## config.mk

```make
export PLATFORM = sky130hd
export DESIGN_NAME = mem_arbiter_flat
export DESIGN_NICKNAME = d
export VERILOG_FILES = /design/src/rtl/mem_arbiter_if.sv /design/src/rtl/mem_arbiter.sv /design/src/flat_wrapper.sv
export SDC_FILE = /design/constraint.sdc
export NUM_CORES = 1
export LEC_CHECK = 0
export ABC_AREA = 1
export BUFFER_PORTS_ARGS = -buffer_cell sky130_fd_sc_hd__buf_2
export CORE_MARGIN = 2
export CORE_UTILIZATION = 45
export DETAILED_ROUTE_END_ITERATION = 6
export MAX_ROUTING_LAYER = met4
export PLACE_DENSITY = 0.74
export REMOVE_ABC_BUFFERS = 1
export SYNTH_ARGS = -nofsm -noshare
export SYNTH_HDL_FRONTEND = slang
export SYNTH_SLANG_ARGS = --single-unit
```

## constraint.sdc

```tcl
create_clock -name clk_i -period 2.25 [get_ports clk_i]
set_input_delay 0.45 -clock clk_i [delete_from_list [all_inputs] [get_ports clk_i]]
set_output_delay 0.45 -clock clk_i [all_outputs]
set_load 0.01 [all_outputs]
```

## src/rtl/mem_arbiter_if.sv

```systemverilog
// Bundle of pipeline-side and memory-side signals around mem_arbiter.
// Signal names keep the arbiter's point of view: *_i are driven into the
// arbiter and *_o are driven by it.
//   slave  : arbiter side (mem_arbiter port)
//   master : environment side (IF/MEM stages plus backing memory)
interface mem_arbiter_if #(
  parameter int ADDR_W = 32,
  parameter int DATA_W = 32
);
  logic              if_req_i;
  logic [ADDR_W-1:0] if_addr_i;
  logic [DATA_W-1:0] if_data_o;
  logic              if_done_o;

  logic              d_req_i;
  logic              d_we_i;
  logic [ADDR_W-1:0] d_addr_i;
  logic [DATA_W-1:0] d_wdata_i;
  logic [DATA_W-1:0] d_rdata_o;
  logic              d_done_o;

  logic              mem_req_o;
  logic              mem_we_o;
  logic [ADDR_W-1:0] mem_addr_o;
  logic [DATA_W-1:0] mem_wdata_o;
  logic [DATA_W-1:0] mem_rdata_i;
  logic              mem_ack_i;

  logic              stall_o;
  logic              timeout_o;

  modport slave (
    input  if_req_i, if_addr_i,
    input  d_req_i, d_we_i, d_addr_i, d_wdata_i,
    input  mem_rdata_i, mem_ack_i,
    output if_data_o, if_done_o,
    output d_rdata_o, d_done_o,
    output mem_req_o, mem_we_o, mem_addr_o, mem_wdata_o,
    output stall_o, timeout_o
  );

  modport master (
    output if_req_i, if_addr_i,
    output d_req_i, d_we_i, d_addr_i, d_wdata_i,
    output mem_rdata_i, mem_ack_i,
    input  if_data_o, if_done_o,
    input  d_rdata_o, d_done_o,
    input  mem_req_o, mem_we_o, mem_addr_o, mem_wdata_o,
    input  stall_o, timeout_o
  );
endinterface

```

## src/rtl/mem_arbiter.sv

```systemverilog
// Shares one single-ported, variable-latency memory between the fetch (IF)
// and data (MEM) stages and produces the global pipeline stall.
// Data has priority over fetch; one transfer at a time, with at least one
// idle cycle between transfers.
// Ports:
//   clk_i   : clock, rising edge
//   rst_n_i : asynchronous active-low reset
//   bus     : mem_arbiter_if.slave (stage requests, memory port, stall,
//             timeout)
//
// state  | meaning
// -------+------------------------------------------------------------
// IDLE   | no transfer outstanding, mem_req_o low, may grant next cycle
// BUSY_D | data-stage transfer on the memory port, waiting for ack
// BUSY_I | fetch transfer on the memory port, waiting for ack
module mem_arbiter #(
  parameter int ADDR_W   = 32,
  parameter int DATA_W   = 32,
  parameter int MAX_WAIT = 15
) (
  input  logic          clk_i,
  input  logic          rst_n_i,
  mem_arbiter_if.slave  bus
);

  typedef enum logic [1:0] {
    IDLE   = 2'd0,
    BUSY_D = 2'd1,
    BUSY_I = 2'd2
  } state_t;

  // Wait timer runs down from MAX_WAIT; terminal count flags the timeout.
  localparam logic [7:0] WAIT_INIT = 8'(MAX_WAIT);

  state_t            state_q;
  state_t            state_d;

  logic              mem_req_q;
  logic              mem_we_q;
  logic [ADDR_W-1:0] mem_addr_q;
  logic [DATA_W-1:0] mem_wdata_q;
  logic [DATA_W-1:0] if_data_q;
  logic [DATA_W-1:0] d_rdata_q;
  logic              if_done_q;
  logic              d_done_q;
  logic              timeout_q;
  logic [7:0]        wait_cnt_q;

  logic              pend_d;
  logic              pend_i;
  logic              stall;
  logic              ack;
  logic              grant_d;
  logic              grant_i;
  logic              fin_d;
  logic              fin_i;

  assign pend_d = bus.d_req_i & ~d_done_q;
  assign pend_i = bus.if_req_i & ~if_done_q;
  // Gated by reset so the freeze drops immediately with the async reset,
  // even while the stages keep their requests asserted.
  assign stall  = (pend_d | pend_i) & rst_n_i;
  // Ack only counts while a request is actually on the port.
  assign ack    = bus.mem_ack_i & mem_req_q;

  always_ff @(posedge clk_i or negedge rst_n_i) begin
    if (!rst_n_i) begin
      state_q <= IDLE;
    end else begin
      state_q <= state_d;
    end
  end

  always_comb begin
    state_d = state_q;
    grant_d = 1'b0;
    grant_i = 1'b0;
    fin_d   = 1'b0;
    fin_i   = 1'b0;
    case (state_q)
      IDLE: begin
        if (pend_d) begin
          state_d = BUSY_D;
          grant_d = 1'b1;
        end else if (pend_i) begin
          state_d = BUSY_I;
          grant_i = 1'b1;
        end
      end
      BUSY_D: begin
        if (ack) begin
          state_d = IDLE;
          fin_d   = 1'b1;
        end
      end
      BUSY_I: begin
        if (ack) begin
          state_d = IDLE;
          fin_i   = 1'b1;
        end
      end
      default: state_d = IDLE;
    endcase
  end

  // Memory port registers, wait timer and sticky timeout.
  always_ff @(posedge clk_i or negedge rst_n_i) begin
    if (!rst_n_i) begin
      mem_req_q   <= 1'b0;
      mem_we_q    <= 1'b0;
      mem_addr_q  <= '0;
      mem_wdata_q <= '0;
      wait_cnt_q  <= '0;
      timeout_q   <= 1'b0;
    end else begin
      if (grant_d) begin
        mem_req_q   <= 1'b1;
        mem_we_q    <= bus.d_we_i;
        mem_addr_q  <= bus.d_addr_i;
        mem_wdata_q <= bus.d_wdata_i;
        wait_cnt_q  <= WAIT_INIT;
      end else if (grant_i) begin
        mem_req_q   <= 1'b1;
        mem_we_q    <= 1'b0;
        mem_addr_q  <= bus.if_addr_i;
        wait_cnt_q  <= WAIT_INIT;
      end else if (fin_d || fin_i) begin
        mem_req_q   <= 1'b0;
        wait_cnt_q  <= '0;
      end else if (state_q != IDLE) begin
        // Saturate at zero; the transfer keeps waiting after a timeout.
        if (wait_cnt_q != 8'd0) begin
          wait_cnt_q <= wait_cnt_q - 8'd1;
        end
        if (wait_cnt_q == 8'd1) begin
          timeout_q <= 1'b1;
        end
      end
    end
  end

  // Read data capture and done flags. A completion wins over the clear so a
  // transfer finishing while the pipeline advances (flushed request) still
  // leaves its done flag for one cycle before it is discarded.
  always_ff @(posedge clk_i or negedge rst_n_i) begin
    if (!rst_n_i) begin
      if_data_q <= '0;
      d_rdata_q <= '0;
      if_done_q <= 1'b0;
      d_done_q  <= 1'b0;
    end else begin
      if (fin_d && !mem_we_q) begin
        d_rdata_q <= bus.mem_rdata_i;
      end
      if (fin_i) begin
        if_data_q <= bus.mem_rdata_i;
      end

      if (fin_d) begin
        d_done_q <= 1'b1;
      end else if (!stall) begin
        d_done_q <= 1'b0;
      end

      if (fin_i) begin
        if_done_q <= 1'b1;
      end else if (!stall) begin
        if_done_q <= 1'b0;
      end
    end
  end

  assign bus.mem_req_o   = mem_req_q;
  assign bus.mem_we_o    = mem_we_q;
  assign bus.mem_addr_o  = mem_addr_q;
  assign bus.mem_wdata_o = mem_wdata_q;
  assign bus.if_data_o   = if_data_q;
  assign bus.d_rdata_o   = d_rdata_q;
  assign bus.if_done_o   = if_done_q;
  assign bus.d_done_o    = d_done_q;
  assign bus.stall_o     = stall;
  assign bus.timeout_o   = timeout_q;

endmodule

```

## src/flat_wrapper.sv

```systemverilog
// flat-port wrapper written by rule: the top's interface ports become plain ports
module mem_arbiter_flat 
#(
  parameter int ADDR_W   = 32,
  parameter int DATA_W   = 32,
  parameter int MAX_WAIT = 15
)
  (clk_i, rst_n_i, bus_if_req_i, bus_if_addr_i, bus_d_req_i, bus_d_we_i, bus_d_addr_i, bus_d_wdata_i, bus_mem_rdata_i, bus_mem_ack_i, bus_if_data_o, bus_if_done_o, bus_d_rdata_o, bus_d_done_o, bus_mem_req_o, bus_mem_we_o, bus_mem_addr_o, bus_mem_wdata_o, bus_stall_o, bus_timeout_o);
  mem_arbiter_if #(.ADDR_W(ADDR_W), .DATA_W(DATA_W)) bus_i ();
  input  logic clk_i;
  input  logic rst_n_i;
  input wire logic [$bits(bus_i.if_req_i)-1:0] bus_if_req_i;
  input wire logic [$bits(bus_i.if_addr_i)-1:0] bus_if_addr_i;
  input wire logic [$bits(bus_i.d_req_i)-1:0] bus_d_req_i;
  input wire logic [$bits(bus_i.d_we_i)-1:0] bus_d_we_i;
  input wire logic [$bits(bus_i.d_addr_i)-1:0] bus_d_addr_i;
  input wire logic [$bits(bus_i.d_wdata_i)-1:0] bus_d_wdata_i;
  input wire logic [$bits(bus_i.mem_rdata_i)-1:0] bus_mem_rdata_i;
  input wire logic [$bits(bus_i.mem_ack_i)-1:0] bus_mem_ack_i;
  output wire logic [$bits(bus_i.if_data_o)-1:0] bus_if_data_o;
  output wire logic [$bits(bus_i.if_done_o)-1:0] bus_if_done_o;
  output wire logic [$bits(bus_i.d_rdata_o)-1:0] bus_d_rdata_o;
  output wire logic [$bits(bus_i.d_done_o)-1:0] bus_d_done_o;
  output wire logic [$bits(bus_i.mem_req_o)-1:0] bus_mem_req_o;
  output wire logic [$bits(bus_i.mem_we_o)-1:0] bus_mem_we_o;
  output wire logic [$bits(bus_i.mem_addr_o)-1:0] bus_mem_addr_o;
  output wire logic [$bits(bus_i.mem_wdata_o)-1:0] bus_mem_wdata_o;
  output wire logic [$bits(bus_i.stall_o)-1:0] bus_stall_o;
  output wire logic [$bits(bus_i.timeout_o)-1:0] bus_timeout_o;
  assign bus_i.if_req_i = bus_if_req_i;
  assign bus_i.if_addr_i = bus_if_addr_i;
  assign bus_i.d_req_i = bus_d_req_i;
  assign bus_i.d_we_i = bus_d_we_i;
  assign bus_i.d_addr_i = bus_d_addr_i;
  assign bus_i.d_wdata_i = bus_d_wdata_i;
  assign bus_i.mem_rdata_i = bus_mem_rdata_i;
  assign bus_i.mem_ack_i = bus_mem_ack_i;
  assign bus_if_data_o = bus_i.if_data_o;
  assign bus_if_done_o = bus_i.if_done_o;
  assign bus_d_rdata_o = bus_i.d_rdata_o;
  assign bus_d_done_o = bus_i.d_done_o;
  assign bus_mem_req_o = bus_i.mem_req_o;
  assign bus_mem_we_o = bus_i.mem_we_o;
  assign bus_mem_addr_o = bus_i.mem_addr_o;
  assign bus_mem_wdata_o = bus_i.mem_wdata_o;
  assign bus_stall_o = bus_i.stall_o;
  assign bus_timeout_o = bus_i.timeout_o;
  mem_arbiter #(.ADDR_W(ADDR_W), .DATA_W(DATA_W), .MAX_WAIT(MAX_WAIT)) u_core (.clk_i(clk_i), .rst_n_i(rst_n_i), .bus(bus_i));
endmodule
```

* After elaboration in Yosys (flattened, before gate mapping)
Cells that the tools add are included.
** Cells by class
- $add $sub $neg :: 1
- Eq/ne operators :: 7
- Muxes and demuxes :: 27
- Bitwise logic cells :: 10
- Reductions and logical operators :: 14
** Operators by type and width (number)
- $mux 32 :: 2
- $mux 8 :: 5
- $mux 1 :: 16
- $eq 8x1->1 const B :: 1
- $reduce_bool 4->1 :: 2
- $reduce_bool 8->1 :: 1
- $sub 8x1->8 const B :: 1
- $mux 2 :: 3
- $ne 2x1->1 const B :: 3
- $not 1->1 :: 5
- $reduce_and 5->1 :: 1
- $and 1x1->1 :: 4
- $pmux 2 s2 :: 1
- $reduce_and 2->1 :: 2
- $reduce_bool 2->1 :: 2
- $ne 3x1->1 const B :: 1
- $reduce_bool 3->1 :: 1
- $eq 2x1->1 const B :: 1
- $eq 2x2->1 const B :: 1
- $logic_not 2->1 :: 1
- $reduce_or 2->1 :: 1
- $logic_and 1x1->1 :: 1
- $logic_not 1->1 :: 1
- $logic_or 1x1->1 :: 1
- $or 1x1->1 :: 1
** Word-level totals
- Register bits :: 143
- Output and inout port bits :: 134
- Logic and storage cells :: 70

* Longest topological paths before layout
- Word-level depth :: 7
- Gate-level depth with buffers :: 10
- Depth with buffers taken out :: 9

* Least setup slack after synthesis
No wires, ideal clock.
- Kind :: register to register
- From :: register u_core.state_q[0]
- To :: register u_core.mem_wdata_q[0], in the netlist u_core.bus.mem_wdata_o[0]
- Library setup time :: 117 ps
- Arrival time :: 1328 ps
- Required time :: 2133 ps
- Setup slack :: 805 ps
- Cell stages (with the launch flop) :: 10
- Buffers on the path :: 2
- Period minus slack after synthesis :: 1445 ps
- Cells stage by stage :: dfrtp_1 inv_1 ha_1 inv_2 nor2_4 inv_2 buf_2 buf_2 nand2_1 nand2_1
** On the way
- Longest elaborated chain between the ends :: 2
** Ends and longest elaborated chain
- start, declared :: line mem_arbiter.sv:35 : state_t state_q;
- start signal, assigned :: line mem_arbiter.sv:70 : state_q <= state_d;
- $logic_not 2->1 :: line mem_arbiter.sv:80 : case (state_q)
- $mux 1 :: line mem_arbiter.sv:80
- end signal, assigned :: line mem_arbiter.sv:120 : mem_wdata_q <= bus.d_wdata_i;
- end, declared :: line mem_arbiter.sv:41 : logic [DATA_W-1:0] mem_wdata_q;
No other way between the ends.
A chain may end at the register's enable or synchronous reset.

* Worst setup path in the final report
- From :: register u_core.state_q[0]
- To :: register u_core.mem_addr_q[26], in the netlist u_core.bus.mem_addr_o[26]
** On the way
- Longest elaborated chain between the ends :: 3
- Elaborated cells on any way between the ends :: 5
- Those cells by class :: mux: 3; reduce/logical: 2
** Ends and longest elaborated chain
- $logic_not 2->1 (*) :: line mem_arbiter.sv:80
- $mux 1 :: line mem_arbiter.sv:80
- $mux 32 or $reduce_bool 2->1 (tied branches)
- end signal, assigned :: line mem_arbiter.sv:119 : mem_addr_q <= bus.d_addr_i;
- end signal, assigned :: line mem_arbiter.sv:125 : mem_addr_q <= bus.if_addr_i;
- end, declared :: line mem_arbiter.sv:40 : logic [ADDR_W-1:0] mem_addr_q;
Mark *: on every way between the ends. The rest lies on a longest branch, timed or not.

==> impl_metrics.json <==
{
  "synth_top_family_by_area": "simple AND/OR/NAND/NOR gates",
  "synth-main-ff-cell": "dfrtp_1",
  "cp.arrival_ps": 2210,
  "final_hold_viol_count": 0,
  "vias": 5399,
  "dp_hpwl_um": 11700,
  "clk_latency_ps": 420,
  "ys_ff_latch": 143,
  "timing.fmax_mhz": 534,
  "finalCritPeriodShare": 0.833,
  "synth.cell_area_um2": 6000,
  "drc": 0,
  "seq_power_share": 0.459,
  "drv_cap": 0,
  "port_buffers": 267,
  "root_buffer": "clkbuf_16",
  "drt_pass1_iterations": 5,
  "fin_crit_ps": 1870,
  "status": "completed",
  "rsz0062_at_grt": "false",
  "slew_headroom": 0.488,
  "grt_pass1_vias": 5440,
  "detail_route.iter0.violations": 346,
  "num_rows": 42,
  "share_comb_of_total_power": 0.034,
  "p_sw_frac": 0.211,
  "grt_max_degree": 144,
  "timing.final.ws_setup_ps": 377,
  "path_class": "flop to flop",
  "multi_input_area_um2": 2050,
  "syn_to_final_growth_pct": 35.5,
  "synthMuxAreaShare": 0,
  "tightest_slew_ps": 769,
  "drt-total-wl_um": 16600,
  "async_reset_ff_frac": 1.00,
  "grt_overflow": 0,
  "p_leak_nw": 4.70,
  "cts-hold-fix-buffers": 0,
  "required_ps": 2590,
  "avgSynthCellArea_um2": 8.88,
  "post-synth-top-count-cell": "nand2_1",
  "yosysTopAreaCellShare": 0.597,
  "regArea_um2": 3580,
  "antenna_left": 0,
  "post_cts_buffers": 0,
  "grt_usage": 0.247,
  "start_util": 0.456,
  "synth_fa_ha_area_frac": 0.0146,
  "htree_levels": 4,
  "p_int_mw": 4.42,
  "ys_types": 26,
  "end_kind": "flop",
  "synth_common_cells": "nand2_1 (219), dfrtp_1 (143), o21ai_0 (116), inv_1 (46), nor2_1 (43)",
  "place.gp.congestion": 0.880,
  "finalSetupViolCount": 0,
  "netlist_instances": 675,
  "grt_pass1_wl_um": 26900,
  "drive_gt1_frac": 0.355,
  "synthXorXnorAreaFrac": 0.00146,
  "clockPowerShare": 0.507,
  "dpl_worst_slack_ps": 391,
  "clk_pin_slew_worst_paths_ps": 60,
  "p_sw_mw": 1.18,
  "yosysWarnings": 0,
  "powerDensity_nw_per_um2": 689,
  "viasPerCell": 4.80,
  "critPathMaxFanout": 35,
  "die_y_um": 119,
  "numCtsBuffers": 17,
  "finalMaxSlewViolations": 0,
  "die_x_um": 119,
  "cts_max_path_buffers": 2,
  "yosys.area_share.simple": 0.202,
  "power_mw": 5.60,
  "cp-start-kind": "flop",
  "cts_sinks": 143,
  "cts_tree": "built",
  "synth.area.top_cells": "dfrtp_1 (60%), nand2_1 (14%), o21ai_0 (9.7%), inv_1 (2.9%), nor2_1 (2.7%)",
  "cts.repair.resized": 0,
  "worstHoldPathType": "input pin to async pin",
  "synth-edff-count": 0,
  "grt_antenna_before_repair": 1,
  "seq_area_frac_synth": 0.597,
  "fp.coreArea_um2": 13100,
  "synth_area_leader_cell": "dfrtp_1",
  "num-fill-cells": 1184,
  "whs_ps": 117,
  "wl_per_cell_um": 14.8,
  "synth_compound_area_frac": 0.124,
  "finClkSkew_ps": 7.81,
  "io_pins": 268,
  "die-area_um2": 14300,
  "ir_drop_mv": 0.497,
  "final_nets": 1076
}
[flip-flops by register name, summed over array words and instances, names as in the netlist]
register                count
u_core.bus.mem_addr_o      32
u_core.bus.mem_req_o        1
u_core.wait_cnt_q           8
u_core.bus.if_done_o        1
u_core.bus.if_data_o       32
u_core.bus.timeout_o        1
u_core.bus.d_done_o         1
u_core.bus.d_rdata_o       32
u_core.state_q              2
u_core.bus.mem_wdata_o     32
u_core.bus.mem_we_o         1
[power groups by stage]
stage	sequential (mW)	clock [mW]	combinational, mW
floorplan	2.62	0	0.0194
global placement	2.62	0	0.193
detailed placement	2.62	0	0.194
CTS	2.57	2.89	0.195
global route	2.57	3.00	0.217
finish	2.57	2.84	0.191
[worst paths after layout]
path                            slack, ps  depth (start not counted)                          to                 startpoint
worst max-delay path                  380                          6   u_core.bus.mem_addr_o[26]          u_core.state_q[0]
worst min-delay path                  120                          2     u_core.bus.if_data_o[6]                    rst_n_i
worst max register to register        380                          6   u_core.bus.mem_addr_o[26]          u_core.state_q[0]
worst min register to register        460                          2   u_core.bus.mem_wdata_o[5]  u_core.bus.mem_wdata_o[5]
max in group asynchronous            1540                          2   u_core.bus.mem_wdata_o[5]                    rst_n_i
min in group clk_i                    230                          3  u_core.bus.mem_wdata_o[15]          bus_d_wdata_i[15]
[per-stage QoR]
stage	cells	util	setup TNS, ps	instance area (um2)
final	1124	0.618	0	8130
after global routing	1124	0.618	0	8130
after CTS	1123	0.618	0	8120
after global placement	1092	0.572	0	7520
after floorplan	641	-	-5140	5830
after detailed placement	1092	0.572	0	7520
[cells by family (layout without fill, tap and decap cells)]
logic type / after synthesis / count (layout)
DFF: 143 / 143
xor gates and xnor gates: 1 / 1
other: 0 / 1
and+or+nand+nor: 295 / 295
buffers and inverters: 86 / 358
adders and majority gates: 7 / 7
AOI/OAI and AO/OA: 143 / 143
[cell usage in the layout (no fill, tap or decap), types with 2 or more instances in the layout]
cell type	n
inv_1	46
nand2_2	10
o21ai_1	21
nor2_4	2
nand3_1	9
o21ai_0	116
nor2_1	43
ha_1	7
dfrtp_1	143
clkinvlp_4	4
clkbuf_8	4
clkbuf_16	17
nand3_2	4
inv_6	5
buf_4	3
o21ai_2	3
buf_2	266
bufinv_16	2
nand2_4	2
nand2_1	218
nor3_1	3
inv_2	5
nand4_1	3
buf_12	5
[cell type report]
| class | count | share of cell area |
|---|---|---|
| Sequential cell | 143 | 0.440 |
| Multi-Input combinational cell | 446 | 0.253 |
| Inverter | 52 | 0.0246 |
| Antenna cell | 1 | 0.000308 |
| Clock buffer | 21 | 0.0591 |
| Tap cell | 176 | 0.0271 |
| Timing Repair Buffer | 275 | 0.180 |
| Clock inverter | 10 | 0.0154 |
[per-layer routing]
| layer | vias to the layer above | wire (um) | track usage |
|---|---|---|---|
| met2 | 188 | 8380 | 0.398 |
| met5 | - | 0 | - |
| met1 | 2526 | 6850 | 0.303 |
| met3 | 37 | 880 | 0.0551 |
| li1 | 2648 | - | - |
| met4 | 0 | 502 | 0.105 |
[worst max-delay path, cell delays in order (launching register included)]
cell and delay [ps]:
dfrtp_1 390, inv_1 110, ha_1 220, nand2_2 200
inv_2 470, o21ai_0 210, o21ai_0 190
Power figures use the tool's default switching activity.
